**config.mk**
```make
export PLATFORM = sky130hd
export DESIGN_NAME = serial_sub_ctrl
export DESIGN_NICKNAME = d
export VERILOG_FILES = /design/src/rtl/serial_sub_ctrl.sv
export SDC_FILE = /design/constraint.sdc
export NUM_CORES = 1
export LEC_CHECK = 0
export CAP_MARGIN = 20
export CELL_PAD_IN_SITES_DETAIL_PLACEMENT = 0
export CELL_PAD_IN_SITES_GLOBAL_PLACEMENT = 1
export CORE_ASPECT_RATIO = 1.1
export CORE_MARGIN = 4
export CORE_UTILIZATION = 30
export CTS_CLUSTER_SIZE = 8
export DETAILED_ROUTE_END_ITERATION = 8
export PLACE_DENSITY_LB_ADDON = 0.25
export SLEW_MARGIN = 20
export SYNTH_ARGS = -nofsm -noshare
export SYNTH_HDL_FRONTEND = slang
export SYNTH_SLANG_ARGS = --single-unit
export TNS_END_PERCENT = 30
```
**constraint.sdc**
```tcl
create_clock -name clk -period 2 [get_ports clk]
set_input_delay 0.3 -clock clk [delete_from_list [all_inputs] [get_ports clk]]
set_output_delay 0.3 -clock clk [all_outputs]
set_load 0.01 [all_outputs]
```
**src/rtl/serial_sub_ctrl.sv**
```systemverilog
// Bit-serial subtractor: computes a - b - bin_in one bit per clock, LSB first,
// under a three-state IDLE/RUN/DONE controller.
module serial_sub_ctrl #(
  parameter int WIDTH = 8
) (
  input  logic             clk,
  input  logic             rst_n,
  input  logic             start,
  input  logic [WIDTH-1:0] a,
  input  logic [WIDTH-1:0] b,
  input  logic             bin_in,
  output logic             busy,
  output logic             done,
  output logic [WIDTH-1:0] diff,
  output logic             bout
);

  localparam int CW = (WIDTH > 2) ? $clog2(WIDTH) : 1;
  localparam logic [CW-1:0] LAST_BIT = CW'(WIDTH - 1);

  typedef enum logic [1:0] {
    IDLE = 2'd0,
    RUN  = 2'd1,
    DONE = 2'd2
  } state_t;

  state_t           state_q, state_d;
  logic [WIDTH-1:0] a_sh_q, a_sh_d;
  logic [WIDTH-1:0] b_sh_q, b_sh_d;
  logic [WIDTH-1:0] res_q, res_d;
  logic             br_q, br_d;
  logic [CW-1:0]    cnt_q, cnt_d;
  logic [WIDTH-1:0] diff_q, diff_d;
  logic             bout_q, bout_d;

  // One-bit full-subtract cell on the current LSBs of the operand shifters.
  logic a_bit, b_bit, d_bit, br_next;
  assign a_bit   = a_sh_q[0];
  assign b_bit   = b_sh_q[0];
  assign d_bit   = a_bit ^ b_bit ^ br_q;
  assign br_next = (~a_bit & b_bit) | (~(a_bit ^ b_bit) & br_q);

  always_ff @(posedge clk or negedge rst_n) begin
    if (!rst_n) begin
      state_q <= IDLE;
      a_sh_q  <= '0;
      b_sh_q  <= '0;
      res_q   <= '0;
      br_q    <= 1'b0;
      cnt_q   <= '0;
      diff_q  <= '0;
      bout_q  <= 1'b0;
    end else begin
      state_q <= state_d;
      a_sh_q  <= a_sh_d;
      b_sh_q  <= b_sh_d;
      res_q   <= res_d;
      br_q    <= br_d;
      cnt_q   <= cnt_d;
      diff_q  <= diff_d;
      bout_q  <= bout_d;
    end
  end

  always_comb begin
    state_d = state_q;
    a_sh_d  = a_sh_q;
    b_sh_d  = b_sh_q;
    res_d   = res_q;
    br_d    = br_q;
    cnt_d   = cnt_q;
    diff_d  = diff_q;
    bout_d  = bout_q;

    case (state_q)
      IDLE: begin
        if (start) begin
          a_sh_d  = a;
          b_sh_d  = b;
          br_d    = bin_in;
          res_d   = '0;
          cnt_d   = '0;
          state_d = RUN;
        end
      end
      RUN: begin
        a_sh_d = a_sh_q >> 1;
        b_sh_d = b_sh_q >> 1;
        res_d  = {d_bit, res_q[WIDTH-1:1]};
        br_d   = br_next;
        cnt_d  = cnt_q + 1'b1;
        // The final bit lands directly in the output registers on the same edge.
        if (cnt_q == LAST_BIT) begin
          diff_d  = {d_bit, res_q[WIDTH-1:1]};
          bout_d  = br_next;
          state_d = DONE;
        end
      end
      DONE: begin
        state_d = IDLE;
      end
      default: begin
        state_d = IDLE;
      end
    endcase
  end

  assign busy = (state_q == RUN);
  assign done = (state_q == DONE);
  assign diff = diff_q;
  assign bout = bout_q;

endmodule

```
==> summary.txt <==
Logic synthesis
  • Unique masters post-synth: 27
  • Synthesized area: 1820 um^2
  • Synthesized area per cell: 11.7 um^2
  • Top cells by area, synth: dfrtp_1 (52%), nor3_1 (9.1%), mux2_4 (5.8%), nor3_2 (5.0%), o22ai_1 (4.5%)
  • Syn Inst Count: 155
  • Syn_nets: 178
  • #FFs+latches synth: 38
  • Synth warnings: 0
  • Cell taking the most area after synthesis: dfrtp_1
  • Top cell type's share of synthesized area: 52.3%
  • Seq/Total Area, Yosys: 52.3%

Worst setup path
  • Reg2Reg Setup Slack: 0.51 ns
  • Crit. End Element: output port
  • CP arrival: 1.55 ns
  • Worst setup path category: reg2out
  • Startpoint Class: register
  • Critical Path RT: 1.70 ns
  • Critical path peak fanout: 5
  • Worst R2R Start: cnt_q[0]$_DFFE_PN0P_
  • Worst r2r dst: diff[0]$_DFFE_PN0P_
  • R2R depth: 4

Routing
  • Final ANT Viol Nets: 0
  • DR vias/cell: 4.97
  • DR DRC count: 0
  • Avg WL per Cell: 14.4 um
  • Vias post-DR: 1318
  • 1st-iter DRT viols: 35
  • Total wire length: 3810 um
  • First-pass DRT Iterations: 4

Outcome
  • Outcome: completed

Layout
  • P&R area growth vs syn: 24.4%
  • # diodes: 0
  • Post-layout utilization of the core: 38.7%
  • Nets: 210
  • Layout cells sized above 1: 21.3%

CTS
  • CTS max path bufs: 2
  • Worst-skew pair later-pin latency: 0.29 ns
  • TritonCTS clock tree: built
  • CTS-repair resized insts: 0
  • Clk pin slew, worst setup/hold paths: 0.08 ns
  • Clock Tree Root: clkbuf_8
  • # hold bufs at CTS: 0
  • Setup Fix Bufs, Post-CTS: 0
  • Clock sink count: 38
  • TritonCTS Buffers: 5
  • H-Tree Depth: 2

STA
  • Worst-Margin Slew: 0.482 ns
  • Hold Fails Final Rpt: 0
  • Fmax: 541 MHz
  • RSZ-0062 raised after global routing: no
  • Worst Skew: 0.00826 ns
  • # setup viols final: 0
  • Slew margin rel.: 67.9%
  • Max-slew violations: 0
  • Setup_tns: 0 ns
  • Tcrit/Tclk final: 92.4%
  • Post-layout min period: 1.85 ns

Job
  • Max-cap violations: 0

Die
  • Die span in x: 82.2 um
  • Die Height: 89.6 um
  • Initial core utilization: 31.1%
  • I/O Pins: 31
  • Std cell rows: 29
  • Die footprint: 7370 um^2
  • Core ar.: 5840 um^2

GRT
  • Largest net degree at the start of global routing: 39
  • Vias in the first global route: 1284
  • Total track usage: 11.5%
  • Congestion Overflow GR: 0
  • First-pass GRT wire length: 6440 um
  • Antenna violations before repair: 0

Placement
  • PortBufs: 30
  • Detailed-placement wirelength estimate: 2600 um
  • GPL Wtd Cong: 0.753

Min path
  • Worst hold path class: in2async

Pwr
  • PD cells: 1450 nW/um^2
  • Peak supply drop: 441 uV
  • LEAKAGE: 0.975 nW
-- synth_stat cells --
cell type and instances:
ha_1 2, buf_6 4, fa_1 1, nand2_1 4
mux2i_1 1, nand3b_4 1, buf_4 5, inv_1 5
a221oi_2 1, o22ai_2 1, nor2b_1 1, dfrtp_1 38
a22o_1 9, o31ai_1 1, o21bai_2 1, or3_1 1
mux2_4 7, nand2b_1 1, nor3_2 9, buf_2 4
inv_2 1, nor3_1 33, o21ai_0 6, mux2_2 1
nand2b_4 1, nor2_1 3, o22ai_1 13
-- state kept, by name, indices dropped and copies added, names as in the netlist --
signal	flops
a_sh_q	8
b_sh_q	8
bout	1
br_q	1
cnt_q	3
diff	8
res_q	7
state_q	2
-- power by group --
group	switching (mW)	total, mW	internal (mW)
combinational	0.634	1.37	0.740
sequential	0.248	1.37	1.12
clock	0.274	0.551	0.277
total	1.16	3.29	2.14
-- cells by family (layout without fill, tap and decap cells) --
family | count (synthesis) | after routing | share of synthesized area [%]
AND/OR/NAND/NOR | 54 | 54 | 18.4
flip-flops | 38 | 38 | 52.3
AO/OA/AOI/OAI | 32 | 32 | 13.0
buffers and inverters | 19 | 52 | 6.88
multiplexers | 9 | 9 | 6.95
adder cells (fa/ha/maj) | 3 | 3 | 2.48
-- placed cells by master (no fill, tap or decap), drive strengths merged --
cell type	count
o22ai	14
nand2b	2
nor2b	1
or3	1
clkbuf	6
o21ai	6
mux2	8
dfrtp	38
clkinv	1
mux2i	1
a221oi	1
nand3b	1
o21bai	1
o31ai	1
clkinvlp	1
inv	6
clkdlybuf4s50	29
a22o	9
nor3	42
nand2	4
nor2	3
fa	1
ha	2
buf	9
-- metal layers --
metal  up-vias  share of wire [%]  GRT usage [%]
met3         2                5.7           3.49
met1       645                 51           16.7
met5         -                  0              0
li1        628                  -              -
met4         0               0.60           3.63
met2        43                 43           16.4
-- worst max path at each step --
stage	from	endpoint	slack (ns)	cells after the start
after floorplan	cnt_q[0]$_DFFE_PN0P_	diff[1]$_DFFE_PN0P_	0.58	5
final	state_q[0]$_DFFE_PN0P_	done	0.15	2
after global routing	state_q[0]$_DFFE_PN0P_	done	0.13	2
after CTS	state_q[0]$_DFFE_PN0P_	done	0.16	2
after global placement	start	b_sh_q[7]$_DFFE_PN0P_	0.38	5
after detailed placement	start	b_sh_q[7]$_DFFE_PN0P_	0.33	5
-- metrics by stage --
step / worst slack [ns] / cell area [um^2] / cells / power [mW] / hold WS (ns)
floorplan: 0.580 / 1820 / 155 / 2.35 / 0.00441
global placement: 0.381 / 2170 / 257 / 2.72 / 0.377
detailed placement: 0.330 / 2170 / 257 / 2.77 / 0.384
CTS: 0.159 / 2260 / 265 / 3.34 / 0.0653
global route: 0.134 / 2260 / 265 / 3.57 / 0.0910
finish: 0.151 / 2260 / 265 / 3.29 / 0.0471
-- critical path, stage by stage (launching register included) --
cell	delay, ns
dfrtp_1	0.45
nor2_1	0.23
clkdlybuf4s50_1	0.59
-- layout make-up --
type	instances	area [um^2]
fillers	576	3580
well taps	77	96.3
flip-flops and latches	38	951
inverters	6	22.5
repair buffers	38	355
clock buffers	6	82.6
multi-input cells	98	742
clock inverters	2	12.5
Note: power is estimated with default switching activity, not from simulation.
